### src/rtl/a2d_spi_resp.sv
// SPI responder that stands in for the 8-channel 12-bit A2D converter.
// Each frame returns the result for the channel addressed in the previous frame.
`timescale 1ns/1ps
module a2d_spi_resp #(
    parameter int NUM_CH  = 8,
    parameter int RES_W   = 12,
    parameter int FRAME_W = 16
) (
    input  logic                    clk,
    input  logic                    rst_n,
    input  logic                    SS_n,
    input  logic                    SCLK,
    input  logic                    MOSI,
    input  logic [NUM_CH*RES_W-1:0] ch_data,
    output logic                    MISO,
    output logic [2:0]              chnnl_o,
    output logic                    frm_done,
    output logic                    frm_err
);

    typedef enum logic {IDLE, SHIFT} state_t;

    state_t             r_state;
    logic               r_ssMeta, r_ssSync, r_ssDly;
    logic               r_sclkMeta, r_sclkSync, r_sclkDly;
    logic               r_mosiMeta, r_mosiSync, r_mosiDly;
    logic [FRAME_W-1:0] r_rxShft;
    logic [FRAME_W-1:0] r_txShft;
    logic [4:0]         r_bitCnt;
    logic [RES_W-1:0]   w_selData;
    logic               w_ssFall, w_ssRise, w_sclkRise, w_sclkFall;

    // SS_n flops reset low so a reset released mid-frame never looks like a fresh SS_n fall.
    always_ff @(posedge clk or negedge rst_n) begin
        if (!rst_n) begin
            r_ssMeta   <= 1'b0;
            r_ssSync   <= 1'b0;
            r_ssDly    <= 1'b0;
            r_sclkMeta <= 1'b0;
            r_sclkSync <= 1'b0;
            r_sclkDly  <= 1'b0;
            r_mosiMeta <= 1'b0;
            r_mosiSync <= 1'b0;
            r_mosiDly  <= 1'b0;
        end else begin
            r_ssMeta   <= SS_n;
            r_ssSync   <= r_ssMeta;
            r_ssDly    <= r_ssSync;
            r_sclkMeta <= SCLK;
            r_sclkSync <= r_sclkMeta;
            r_sclkDly  <= r_sclkSync;
            r_mosiMeta <= MOSI;
            r_mosiSync <= r_mosiMeta;
            r_mosiDly  <= r_mosiSync;
        end
    end

    assign w_ssFall   =  r_ssDly   & ~r_ssSync;
    assign w_ssRise   = ~r_ssDly   &  r_ssSync;
    assign w_sclkRise = ~r_sclkDly &  r_sclkSync;
    assign w_sclkFall =  r_sclkDly & ~r_sclkSync;

    always_comb begin
        w_selData = '0;
        for (int k = 0; k < NUM_CH; k++) begin
            if (32'(chnnl_o) == k) begin
                w_selData = ch_data[k*RES_W +: RES_W];
            end
        end
    end

    // The transmit shifter doubles as the sample-and-hold: it is loaded once per frame.
    always_ff @(posedge clk or negedge rst_n) begin
        if (!rst_n) begin
            r_state  <= IDLE;
            r_rxShft <= '0;
            r_txShft <= '0;
            r_bitCnt <= '0;
            chnnl_o  <= '0;
            frm_done <= 1'b0;
            frm_err  <= 1'b0;
        end else begin
            frm_done <= 1'b0;
            frm_err  <= 1'b0;
            case (r_state)
                IDLE: begin
                    if (w_ssFall) begin
                        r_txShft <= {{(FRAME_W-RES_W){1'b0}}, w_selData};
                        r_bitCnt <= '0;
                        r_state  <= SHIFT;
                    end
                end
                SHIFT: begin
                    if (w_ssRise) begin
                        if (r_bitCnt == 5'(FRAME_W)) begin
                            chnnl_o  <= r_rxShft[13:11];
                            frm_done <= 1'b1;
                        end else begin
                            frm_err <= 1'b1;
                        end
                        r_state <= IDLE;
                    end else if (w_sclkRise) begin
                        r_rxShft <= {r_rxShft[FRAME_W-2:0], r_mosiDly};
                        if (r_bitCnt != 5'd31) begin
                            r_bitCnt <= r_bitCnt + 5'd1;
                        end
                    end else if (w_sclkFall && r_bitCnt != 5'd0) begin
                        r_txShft <= {r_txShft[FRAME_W-2:0], 1'b0};
                    end
                end
                default: r_state <= IDLE;
            endcase
        end
    end

    assign MISO = (r_state == SHIFT) & r_txShft[FRAME_W-1];

endmodule
### config.mk
export PLATFORM = sky130hd
export DESIGN_NAME = a2d_spi_resp
export DESIGN_NICKNAME = d
export VERILOG_FILES = /design/src/rtl/a2d_spi_resp.sv
export SDC_FILE = /design/constraint.sdc
export NUM_CORES = 1
export LEC_CHECK = 0
export ABC_AREA = 1
export BUFFER_PORTS_ARGS = -buffer_cell sky130_fd_sc_hd__buf_2
export CAP_MARGIN = 20
export CORE_ASPECT_RATIO = 0.9
export CORE_MARGIN = 4
export CORE_UTILIZATION = 42
export DETAILED_ROUTE_END_ITERATION = 16
export PLACE_DENSITY = 0.84
export SLEW_MARGIN = 0
export SYNTH_ARGS = -nofsm -noshare
export SYNTH_HDL_FRONTEND = slang
export SYNTH_SLANG_ARGS = --single-unit
### constraint.sdc
create_clock -name clk -period 1.7 [get_ports clk]
set_clock_uncertainty 0.15 [all_clocks]
set_input_delay 0.34 -clock clk [delete_from_list [all_inputs] [get_ports clk]]
set_output_delay 0.34 -clock clk [all_outputs]
set_load 0.03 [all_outputs]
* Yosys cells after proc, flatten, opt, wreduce, memory -nomap -nowiden
Index checks and enable logic that the tools add are counted.
Word-level totals: register bits 50, input port bits 101, output and inout bits 6, word-level logic and storage cells 77
Cells by class: $add $sub $neg 1, equal/unequal tests 15, mux-type cells 27, bitwise gates (word level) 11, reduce and logical (&&, ||, !) cells 7
Operators by type and width (number):
- 12-bit 2-to-1 mux | 8
- 16-bit 2-to-1 mux | 4
- 16-bit one-hot mux with 2 select lines | 1
- 5-bit 2-to-1 mux | 4
- 3-bit equality test, second input constant | 4
- 5-bit one-hot mux with 2 select lines | 1
- 1-bit 2-to-1 mux | 8
- 4-bit AND reduction | 2
- 3-bit by 2-bit equality test with 1-bit output, second input constant | 2
- 2-bit by 1-bit inequality test with 1-bit output, second input constant | 3
- 2-bit inequality test, second input constant | 3
- 1-bit inverter | 6
- 3-bit AND reduction | 2
- 5-bit by 1-bit adder with 5-bit output, second input constant | 1
- 1-bit AND | 5
- 5-bit equality test, second input constant | 1
- 5-bit inequality test, second input constant | 1
- 5-bit nonzero test | 1
- 3-bit by 1-bit equality test with 1-bit output, second input constant | 1
- 3-bit logical NOT | 1
- 1-bit one-hot mux with 2 select lines | 1
- 1-bit logical AND | 1

* Longest topological paths before layout
Gate-level depths: netlist of the first run.
depth in word-level cells 11, gate-level depth with buffers 11, gate-level depth less buffers 10

* Worst setup path after synthesis of the first run
Ideal clock, no wire load.
kind register to register, from register r_bitCnt[0], to register r_bitCnt[3], setup time 120 ps, data arrival time 1522 ps, required time 1430 ps, slack -91 ps, cell stages (with the launch flop) 10, path buffers 0, cells stage by stage dfrtp_1 ha_1 inv_1 nor3_1 ha_1 nor2_1 o21ai_0 nor2_1 nand4_1 and3_1
On the way: cells in the longest elaborated chain, start to end 5, elaborated cells on any way between the ends 8, those cells by class add/sub: 1; eq/ne: 2; mux: 4; reduce/logical: 1
RTL lines:
- start, declared | RTL line 29 | logic [4:0] r_bitCnt;
- start signal, assigned | RTL line 105 | r_bitCnt <= r_bitCnt + 5'd1;
- 5-bit by 1-bit adder with 5-bit output | RTL line 105
- 5-bit 2-to-1 mux | RTL line 104 | if (r_bitCnt != 5'd31) begin
- 5-bit 2-to-1 mux | RTL line 102 | end else if (w_sclkRise) begin
- 5-bit 2-to-1 mux | RTL line 94 | if (w_ssRise) begin
- 5-bit one-hot mux with 2 select lines | RTL line 85 | case (r_state)
Several ways; a longest one is shown, not always the timed one. The select of a mux whose other input is x is not followed. A chain may end at the register's enable or synchronous reset.

* Worst setup path after layout of the first run
from register chnnl_o[1], to register r_txShft[10]
On the way: cells in the longest elaborated chain, start to end 11, elaborated cells on any way between the ends 18, those cells by class eq/ne: 7; mux: 10; reduce/logical: 1
RTL lines:
- start, declared | RTL line 16 | output logic [2:0] chnnl_o,
- start signal, assigned | RTL line 96 | chnnl_o <= r_rxShft[13:11];
- 3-bit logical NOT | RTL line 66 | if (32'(chnnl_o) == k) begin
- 12-bit 2-to-1 mux (7 in a row) | RTL line 66
- 12-bit 2-to-1 mux (*) | RTL line 66
- 16-bit 2-to-1 mux (*) | RTL line 87 | if (w_ssFall) begin
- 16-bit one-hot mux with 2 select lines (*) | RTL line 85
- end signal, assigned | RTL line 88 | r_txShft <= {{(FRAME_W-RES_W){1'b0}}, w_selData};
- end signal, assigned | RTL line 108 | r_txShft <= {r_txShft[FRAME_W-2:0], 1'b0};
- end, declared | RTL line 28 | logic [FRAME_W-1:0] r_txShft;
Mark *: on every way between the ends. The rest lies on a longest branch, timed or not. The select of a mux whose other input is x is not followed.

==> metrics list, run 1 <==
- Hold Violations, Final: 0
* Synthesized instance count: 370
- Clock-pin slew was measured on the worst setup and hold paths at 100 ps.
- Max-cap violations in this run came to 0.
* Number of buffers added by the clock tree synthesis step: 5
- Syn. warnings: 0
* Synth-to-Final Area Change: 46.91%
- Number of rows in the core area: 27
- Number of antenna repair diodes: 0
- In this run the worst hold path is classified as input port to register.
- Summed over all instances, the cell type with the most area after synthesis is dfrtp_1.
- Final count of negative-setup-slack endpoints: 2
* Dominant cells by area after synthesis: dfrtp_1, nand2_1, nand4_1
- Maximum number of pins on one net before global-route repair: 29
- After detailed routing, the average wire length per cell comes to 14.66 um.
- Along the worst path, the maximum fanout reaches 10.
- In this run the worst setup path begins at chnnl_o[1]$_DFFE_PN0P_.
- After detailed routing, the number of vias per cell comes to 5.312.
- The die is 85.33 um tall.
* Cell count after placement: 570
* Transition time at the pin with the least slew margin: 426.1 ps
- Worst R2R Start: chnnl_o[1]$_DFFE_PN0P_
* Setup crit start kind: register
- Initial antenna violation count: 0
- Top library cells by usage in the layout, fill and taps aside: buf_2, nand2_1, dfrtp_1
- Setup slack on the critical path of the routed design comes to -32.41 ps.
- Share of the synthesized area in the top cell type: 44.84%
- Core area: 0.006284 mm^2
* Remaining design rule violation count: 0
- Syn_nets: 474
- Summing every instance area after synthesis gives 0.002790 mm^2.
- After filler insertion, the fill cell instance count of the layout stands at 482.
* Congestion Overflow GR: 0
* Floorplan die width: 93.92 um
* First-pass GRT wire length: 12950 um
* Max Freq: 0.5772 GHz
- Routability-driven placement finished with a final weighted congestion of 0.8887.
* Non-Filler Instances: 600
- The number of global-route vias before repair was 2909.
- Synthesis inferred 50 register bits.
- Once the floorplan was initialized, standard cells occupied 44.40% of the core.
* Crit path capture type: register
* Number of distinct library cells after synthesis: 23
- Half-perimeter wire length after placement: 6103 um
- The H-tree was split into 2 levels.
- Leak Pwr: 0.002098 uW
- The checks that failed: negative setup slack.
- Buffer depth of the longest clock path: 2
- Prior to clock tree synthesis, the placed netlist has a worst setup slack of -292.6 ps.
* Avg Synthesized Cell Area: 7.541 um^2
* Fraction of layout instances using a drive strength above 1: 42.50%
* Buffer type at the clock tree root: clkbuf_8
- The worst-case IR drop observed on VDD is 480.0 uV.
- Worst setup path category: register to register
- Clock tree synthesis found a total of 50 sinks.
* CP Data Arrival Time: 1830 ps
- Areal power density over the cells: 859.0 mW/mm^2
- For the finished layout, the period the worst path requires is 1732 ps.
- The startpoint identified for the worst hold timing path is ch_data[65].
- Pins over their slew limit: 0
- Fraction of the yosys area taken by sequential cells: 44.84%
- The final critical path takes up 101.9% of the cycle.
- GR Util All Layers: 19.93%
- The run finished, with violations left.
* Worst EP required: 1790 ps
* TritonCTS clock tree: done
- Relative slew slack: 71.50%
- Vias: 3187
- Die Footprint: 0.008013 mm^2
- IO Count: 107
* First-pass DRT Iterations: 4
- Antenna-violating nets left: 0
- For this block, the initial DRC count from the detailed router was 179.
- I/O Buffers: 106
- RSZ-0062 raised after global routing: true
* WL final: 8793 um
* Number of nets in the layout: 616
- Clock latency on the worst-skew pair: 310 ps
- The library cell used most frequently in the layout, excluding fill and tap cells, is buf_2.
cell families (layout without fill, tap and decap cells):
group | after synthesis | after routing | synth area share (%)
buffers and inverters | 55 | 198 | 7.937
AND/OR/NAND/NOR | 221 | 221 | 36.14
AO/OA/AOI/OAI | 31 | 31 | 5.695
multiplexers | 10 | 10 | 4.036
flip-flops | 50 | 50 | 44.84
adder cells (fa/ha/maj) | 3 | 3 | 1.345
stage by stage:
stage / setup TNS, ps / utilization, % / hold WS, ps / area [um^2] / total power [uW]
floorplan: 0 / - / -105.6 / 2794 / 2166
global placement: -2543 / 56.59 / 183.6 / 3556 / 2473
detailed placement: -3272 / 56.59 / 184.7 / 3556 / 2510
CTS: -6.937 / 60.95 / 195.5 / 3830 / 3341
global route: -894.1 / 65.23 / 217.9 / 4099 / 3768
finish: -47.90 / 65.23 / 203.1 / 4099 / 3521
power breakdown:
group | internal (uW) | switching, uW | total, uW
clock network | 308 | 428 | 736
registers | 1490 | 161 | 1650
logic | 570 | 565 | 1140
area by class of cell:
type                       instances  area, um^2  share of cell area [%]
timing repair buffer             151        1010                   24.63
tap                               87       108.9                   2.656
clock inverter                     3       28.78                  0.7021
inverter                          39       168.9                   4.121
sequential                        50        1252                   30.56
multi-input combinational        265        1461                   35.65
clock buffer                       5       68.82                   1.679
worst paths after layout:
path / cells after the start / slack [ps] / endpoint
max: 9 / -30 / r_txShft[10]$_DFFE_PN0P_
max in group asynchronous: 3 / 730 / r_mosiDly$_DFF_PN0_
max reg2reg: 9 / -30 / r_txShft[10]$_DFFE_PN0P_
min in group asynchronous: 3 / 400 / r_txShft[12]$_DFFE_PN0P_
min reg2reg: 0 / 200 / r_sclkSync$_DFF_PN0_
min: 5 / 200 / r_txShft[5]$_DFFE_PN0P_
synthesized netlist by cell type (all sizes together):
cell,count
a21oi,16
a31oi,1
and3,1
buf,7
clkbuf,9
dfrtp,50
ha,3
inv,39
mux2,10
nand2,101
nand3,21
nand4,38
nor2,51
nor3,8
o21ai,12
o22ai,2
or2,1
metal layers:
| layer | track usage [%] | wire (um) | share of wire (%) |
|---|---|---|---|
| met4 | 8.399 | 320 | 3.6 |
| met1 | 22.98 | 3231 | 37 |
| met5 | 0 | 0 | 0 |
| met2 | 35.40 | 4363 | 50 |
| met3 | 4.344 | 878 | 10 |
critical path, stage by stage, from the launching register on:
cell     delay (ps)
dfrtp_2         440
buf_6           140
buf_12          140
nor3_4          240
inv_2           140
nor2_1          140
nor2_2           50
nand4_1         100
nand2_1          70
nand2_1          60
timing repair:
action,CTS,global route
hold buffers,4,0
buffers inserted,7,9
setup endpoints to repair,20,24
endpoints found under the hold margin,53,0
resized for setup,26,41
gates cloned,0,3
pin swaps,6,9
state kept, by name, indices dropped and copies added, names as in the netlist, 3 cells and up:
name and cells:
r_txShft 16, chnnl_o 3, r_bitCnt 5, r_rxShft 14
Power figures use the tool's default switching activity.
==> inputs of run 2 (changes only) <==
--- a/config.mk
+++ b/config.mk
@@ -11,8 +11,10 @@
 export CORE_ASPECT_RATIO = 0.9
 export CORE_MARGIN = 4
 export CORE_UTILIZATION = 42
+export CTS_CLUSTER_SIZE = 16
 export DETAILED_ROUTE_END_ITERATION = 16
 export PLACE_DENSITY = 0.84
+export RECOVER_POWER = 100
 export SLEW_MARGIN = 0
 export SYNTH_ARGS = -nofsm -noshare
 export SYNTH_HDL_FRONTEND = slang
==> metrics list, run 2 (synthesis gave the netlist of run 1 again) <==
* Buffer depth of the longest clock path: 2 (unchanged)
* Number of rows in the core area: 27 (unchanged)
- The most numerous cell type found on the critical path is nand2_1.
- The source-to-sink clock delay at the later pin of the worst-skew pair came to 310 ps (about the same).
* Worst EP required: 1790 ps (about the same)
- The number of buffers and inverters on the critical path came to 3 (unchanged).
- The peak fanout along the critical path came to 10 (unchanged).
- The core area is 0.006284 mm^2 (unchanged).
- Status: complete, but fails checks
* Failing checks: negative setup slack
* Routed wire per std cell: 14.66 um (about the same)
- The highest ir drop seen on vdd came to 480.0 uV (about the same).
- The clock transition at the registers of the reported paths came to 100 ps (about the same).
- Crit path capture type: register
- Antenna-violating nets left: 0 (unchanged)
- The clock period minus worst slack was 1732 ps (+0.007100 ps).
- Number of buffers added by the clock tree synthesis step: 5 (unchanged)
- The static leakage came to 0.002094 uW (-0.19%).
- The number of nets in the finished design is 616 (unchanged).
- The total of buffers placed on input and output ports was 106 (unchanged).
- Worst setup path category: register to register
* Setup crit start kind: register
- Congestion Overflow GR: 0 (unchanged)
- On the critical path, the stage with the largest delay is an instance of dfrtp_2.
- The routed wire length was 8794 um (about the same).
- The count of final setup violators was 2 (unchanged).
- The global router's overall resource usage came to 19.93% (unchanged).
* Top Registers: r_txShft: 16 flops, r_rxShft: 14 flops, r_bitCnt: 5 flops
* Initial antenna violation count: 0 (unchanged)
* Initial DRC count: 179 (unchanged)
* Vias per cell: 5.310 (about the same)
- The routability congestion estimate was 0.8887 (unchanged).
- Number of global-route vias before repair: 2909 (unchanged)
- IO Count: 107 (unchanged)
- The sequential standard cell area was 0.001252 mm^2 (unchanged).
- Die Footprint: 0.008013 mm^2 (unchanged)
* Areal power density over the cells: 859.8 mW/mm^2 (about the same)
* Maximum capacitance violations: 0 (unchanged)
- Pins over their slew limit: 0 (unchanged)
* Finished Core Util: 65.13% (-0.10 points)
* Critical Path, Cell by Cell: buf_6 -> buf_12 -> nor3_4 -> inv_2 -> nor2_1 -> nor2_2 -> nand4_1 -> nand2_1 -> nand2_1
* Starting utilization of the core area: 44.40% (unchanged)
* TritonCTS clock tree: done
- The horizontal die dimension was 93.92 um (unchanged).
* Transition time at the pin with the least slew margin: 654.9 ps (+228.8 ps)
- Die height: 85.33 um (unchanged)
- Counting flops per register, the top entry is r_txShft.
- The number of flip-flops under the largest register name was 16 (unchanged).
* Number of filler cells placed in the layout: 484 (+0.41%)
* Half-perimeter wire length after placement: 6103 um (unchanged)
- Compared with the post-synthesis result, the final layout area differs by 46.68%.
* Vias: 3186 (-0.031%)
* Final critical-path setup slack: -32.42 ps (-0.007100 ps)
- The post-detailed-placement cell area is 0.003556 mm^2 (unchanged).
- Top library cells by usage in the layout, fill and taps aside: buf_2, nand2_1, dfrtp_1
- Fraction of layout instances using a drive strength above 1: 42.30% (-0.19 points)
- Number of antenna repair diodes: 0 (unchanged)
- Number of clock sinks: 50 (unchanged)
* Remaining design rule violation count: 0 (unchanged)
- Area of combinational cells with multiple inputs: 0.001461 mm^2 (unchanged)
- H-Tree Level Count: 2 (unchanged)
* RSZ-0062 raised after global routing: true
- CP Data Arrival Time: 1830 ps (about the same)
* Relative slew slack: 56.34% (-15 points)
- Leading cell type in the layout, fill and taps excluded: buf_2
- Power, Total: 3519 uW (about the same)
* Maximum cell stage delay along the critical path: 440 ps (about the same)
* First-pass GRT wire length: 12950 um (unchanged)
* Post-route cell area: 0.004093 mm^2 (-0.15%)
- The tree is rooted in a clkbuf_8.
- The cell family contributing the most delay on the critical path is simple AND/OR/NAND/NOR gates.
* Max Freq: 0.5772 GHz (about the same)
- Maximum number of pins on one net before global-route repair: 29 (unchanged)
- First-pass DRT Iterations: 4 (unchanged)
- The count of final hold-check violations was 0 (unchanged).
* Path type of the worst min-delay path: input port to register
- Post-route fraction of the period consumed by the critical path: 101.9% (about the same)
[run 2: worst min-delay path, cell delays in order]
cell,delay [ps]
buf_2,80
nand2_1,50
nand4_1,70
nand2_1,40
nand2_1,40
[run 2: final timing paths]
kind / start / endpoint / slack [ps] / cells after the start
min in group asynchronous: rst_n / r_txShft[12]$_DFFE_PN0P_ / 520 / 3
worst max register to register: chnnl_o[1]$_DFFE_PN0P_ / r_txShft[10]$_DFFE_PN0P_ / -30 / 9
worst max-delay path: chnnl_o[1]$_DFFE_PN0P_ / r_txShft[10]$_DFFE_PN0P_ / -30 / 9
worst min register to register: r_sclkMeta$_DFF_PN0_ / r_sclkSync$_DFF_PN0_ / 200 / 0
worst min-delay path: ch_data[65] / r_txShft[5]$_DFFE_PN0P_ / 200 / 5
max in group asynchronous: rst_n / r_mosiDly$_DFF_PN0_ / 420 / 3
[run 2: final cells by class]
| type | instances | share of cell area, % |
|---|---|---|
| Tap cell | 87 | 2.660 |
| Inverter | 39 | 4.127 |
| Clock buffer | 5 | 1.681 |
| Multi-Input combinational cell | 265 | 35.71 |
| Timing Repair Buffer | 151 | 24.52 |
| Sequential cell | 50 | 30.60 |
| Clock inverter | 3 | 0.7031 |
[run 2: where the power goes]
group          switching, uW  leakage [uW]  internal, uW
clock                    428     0.0000506           308
combinational            565       0.00141           569
sequential               161      0.000635          1490
[run 2: what timing repair did]
item                                    in CTS  in global routing
resized for setup                           26                 41
hold endpoints to repair                    53                  0
pin swaps                                    6                  9
cloned                                       0                  3
endpoints found under the setup margin      20                 24
buffers inserted                             7                  9
hold buffers                                 4                  0
[run 2: metrics by stage]
step	hold slack [ps]	cells	setup WS (ps)	setup TNS, ps
CTS	195.5	589	-4.838	-6.937
detailed placement	184.7	570	-292.6	-3272
global placement	183.6	570	-252.9	-2543
floorplan	-105.6	370	6.424	0
finish	203.1	600	-32.42	-47.92
global route	217.9	600	-82.58	-894.1
[run 2: routing by layer]
metal	vias up	wire (um)	global-route usage, %
li1	1507	-	-
met1	1467	3236	22.98
met2	173	4359	35.40
met3	39	878	4.344
met4	0	320	8.399
met5	-	0	0
==> inputs of run 3 (changes only) <==
--- a/config.mk
+++ b/config.mk
@@ -8,12 +8,14 @@
 export ABC_AREA = 1
 export BUFFER_PORTS_ARGS = -buffer_cell sky130_fd_sc_hd__buf_2
 export CAP_MARGIN = 20
+export CELL_PAD_IN_SITES_DETAIL_PLACEMENT = 0
+export CELL_PAD_IN_SITES_GLOBAL_PLACEMENT = 1
 export CORE_ASPECT_RATIO = 0.9
 export CORE_MARGIN = 4
-export CORE_UTILIZATION = 42
+export CORE_UTILIZATION = 31
 export CTS_CLUSTER_SIZE = 16
 export DETAILED_ROUTE_END_ITERATION = 16
-export PLACE_DENSITY = 0.84
+export PLACE_DENSITY = 0.87
 export RECOVER_POWER = 100
 export SLEW_MARGIN = 0
 export SYNTH_ARGS = -nofsm -noshare
==> metrics list, run 3 (synthesis gave the netlist of run 1 again) <==
* GR Util All Layers: 16.05% (-3.9 points)
- In the final layout, the registers with the most flip-flops are r_txShft: 16 flops, r_rxShft: 14 flops, r_bitCnt: 5 flops.
- The number of standard cells in the final layout excluding fillers came to 621 (+3.5%).
- In this design, the largest share of critical-path delay is due to simple AND/OR/NAND/NOR gates.
- Vias per cell: 4.784 (-9.9%)
* Register ranked first by flip-flop count: r_txShft
* Capture point of the worst reg-to-reg path: r_bitCnt[3]$_DFFE_PN0P_
* CP Data Arrival Time: 1780 ps (-50 ps)
- Floorplan die width: 108.0 um (+15%)
- Leading cell type in the layout, fill and taps excluded: buf_2
- Buffer type at the clock tree root: clkbuf_8
* Synth-to-Final Area Change: 40.81%
- Switching power as a share of total power: 32.77% (about the same)
- Most repeated library cell on the critical path: ha_2
* Pins over their slew limit: 0 (unchanged)
- Setup crit start kind: register
* Antenna-violating nets left: 0 (unchanged)
* Finished Core Util: 45.22% (-20 points)
- The final reports fail on negative setup slack.
* Vias: 2971 (-6.7%)
- The number of cells on the worst reg-to-reg path came to 9 (unchanged).
- Combinational power share: 28.2% (-4.0 points)
* TritonCTS clock tree: done
- Number of rows in the core area: 32 (+19%)
* Buffer and inverter count on the worst path: 1 (-2)
- Transition time at the pin with the least slew margin: 681.8 ps (+26.97 ps)
* Instance area at placement: 0.003548 mm^2 (-0.21%)
- Starting utilization of the core area: 32.11% (-12 points)
- In the layout the commonest cells are buf_2, nand2_1, dfrtp_1.
- Post-route fraction of the period consumed by the critical path: 101.2% (-0.67 points)
- The number of iterations in the first detailed-routing pass was 7 (+3).
* Clock latency on the worst-skew pair: 310 ps (about the same)
* Critical Path, Cell by Cell: ha_2 -> inv_2 -> nor3_2 -> ha_2 -> nor2_4 -> o21ai_4 -> nor2_2 -> nand4_1 -> and3_1
- The path class of the tightest hold or removal check is input port to register.
- The post-detailed-route wirelength per cell was 14.03 um (-4.3%).
* Maximum capacitance violations: 0 (unchanged)
* WL final: 8711 um (-0.94%)
- The number of buffers on the longest clock path is 2 (unchanged).
- The number of nets in the finished design is 605 (-1.8%).
- The clock transition at the registers of the reported paths was 100 ps (about the same).
- The post-route cell area came to 0.003929 mm^2 (-4.0%).
* Fraction of layout instances using a drive strength above 1: 38.25% (-4.1 points)
* Gpl congestion: 0.7987 (-10%)
- The fraction of power consumed by the clock network came to 22.5% (+1.6 points).
* R2r setup slk: -20 ps (about the same)
- Die height: 98.01 um (+15%)
- The first-pass GRT wire length came to 13800 um (+6.6%).
- Remaining design rule violation count: 0 (unchanged)
* Number of antenna repair diodes: 0 (unchanged)
- The count of final setup violators was 2 (unchanged).
* Worst setup path category: register to register
- I/O Buffers: 106 (unchanged)
- The sink count of the clock tree is 50 (unchanged).
* Max rail drop VDD: 439.6 uV (-8.4%)
- The detailed placement HPWL is 6436 um (+5.5%).
- The number of antenna violations at the first check in global routing is 1 (+1).
- Worst hold start: ch_data[70]
* Crit path capture type: register
* Sequential group share of total power: 49.2% (+2.3 points)
* Largest fanout on the critical path: 4 (-6)
- Largest register FFs: 16 (unchanged)
- Setup repair after global routing could not meet its margin everywhere.
* Maximum number of pins on one net before global-route repair: 51 (+76%)
* Cell count after placement: 596 (+4.6%)
- The startpoint identified for the worst register-to-register timing path is r_bitCnt[0]$_DFFE_PN0P_.
* Hold Crit Endpoint: r_txShft[10]$_DFFE_PN0P_
* Hold Violations, Final: 0 (unchanged)
- Initial DRC count: 187 (+4.5%)
- The static leakage is 0.002024 uW (-3.4%).
- The depth of the CTS H-tree is 2 (unchanged).
* Congestion Overflow GR: 0 (unchanged)
- Slowest library cell on the worst path: dfrtp_1
- Number of global-route vias before repair: 2963 (+1.9%)
* Max Freq: 0.5811 GHz (+0.66%)
* Status: complete, but fails checks
- Crit path time final: 1721 ps (-11.44 ps)
- The relative max-transition margin came to 54.54% (-1.8 points).
- The delay of the slowest cell on the worst path was 410 ps (-30 ps).
- Final critical-path setup slack: -20.98 ps (+11.44 ps)
- IO Count: 107 (unchanged)
- Die Footprint: 0.01059 mm^2 (+32%)
- The cell depth of the worst min-delay path came to 5 (unchanged).
- The internal power summed over all cells came to 2259 uW (-4.5%).
- The data required time at the worst endpoint came to 1760 ps (-30 ps).
- Number of buffers added by the clock tree synthesis step: 5 (unchanged)
- The total power divided by cell area was 855.2 mW/mm^2 (-0.53%).
- Core area: 0.008688 mm^2 (+38%)
- Psw: 1101 uW (-4.6%)
## run 3: changes by cell type in the layout (fill, tap and decap cells not counted), sizes merged
| cell | delta |
|---|---|
| buf | -12 |
| clkinvlp | +2 |
| inv | -2 |
| clkbuf | +1 |
## run 3: worst max-delay path by stage
| stage | startpoint | to | slack [ps] | depth (start not counted) |
|---|---|---|---|---|
| 5_1_grt | r_bitCnt[0]$_DFFE_PN0P_ | r_bitCnt[3]$_DFFE_PN0P_ | -130 | 9 |
| 2_1_floorplan | r_bitCnt[0]$_DFFE_PN0P_ | r_bitCnt[3]$_DFFE_PN0P_ | 6 | 9 |
| 3_5_place_dp | chnnl_o[1]$_DFFE_PN0P_ | r_txShft[7]$_DFFE_PN0P_ | -360 | 10 |
| 3_3_place_gp | chnnl_o[1]$_DFFE_PN0P_ | r_txShft[7]$_DFFE_PN0P_ | -350 | 10 |
| 4_1_cts | r_bitCnt[0]$_DFFE_PN0P_ | r_bitCnt[3]$_DFFE_PN0P_ | -0.5 | 9 |
| 6_report | r_bitCnt[0]$_DFFE_PN0P_ | r_bitCnt[3]$_DFFE_PN0P_ | -20 | 9 |
## run 3: final cells by class
| type | count | area, um^2 |
|---|---|---|
| Clock buffer | 5 | 68.82 |
| Clock inverter | 3 | 28.78 |
| Fill cell | 897 | 4760 |
| Inverter | 39 | 161.4 |
| Multi-Input combinational cell | 265 | 1394 |
| Sequential cell | 50 | 1252 |
| Tap cell | 119 | 148.9 |
| Timing Repair Buffer | 140 | 874.6 |
## run 3: timing repair
item,in CTS,in global routing
gates resized for setup,14,24
hold endpoints to repair,53,0
cloned,0,2
pin swaps,2,3
hold buffers,4,0
setup buffers,3,8
endpoints found under the setup margin,18,19
## run 3: metrics by stage
step | TNS (ps) | setup slack, ps | hold WS [ps] | total power [uW]
final | -37.48 | -20.98 | 197.3 | 3360
after global placement | -3931 | -352.8 | 182.4 | 2471
after global routing | -1415 | -125.1 | 217.6 | 3613
after CTS | -0.5074 | -0.5074 | 194.8 | 3344
after detailed placement | -3895 | -358.0 | 184.7 | 2521
after floorplan | 0 | 6.424 | -105.6 | 2166
## run 3: tightest hold or removal path, delay by kind of cell
family | cells | cell delay, ps
buffers and inverters | 1 | 80
AND/OR/NAND/NOR | 4 | 220
## run 3: power groups by stage
stage               Sequential (uW)  Combinational (uW)  Clock, uW
global placement               1660                 807          0
finish                         1650                 948        758
detailed placement             1680                 840          0
CTS                            1660                 911        779
global route                   1690                1090        829
floorplan                      1640                 529          0
## run 3: layer usage
metal	global-route usage (%)	up-vias	wire length, um
met5	0	-	11
met4	3.107	2	93
met3	3.701	11	643
met2	28.20	101	4250
met1	20.19	1378	3711
li1	-	1479	-
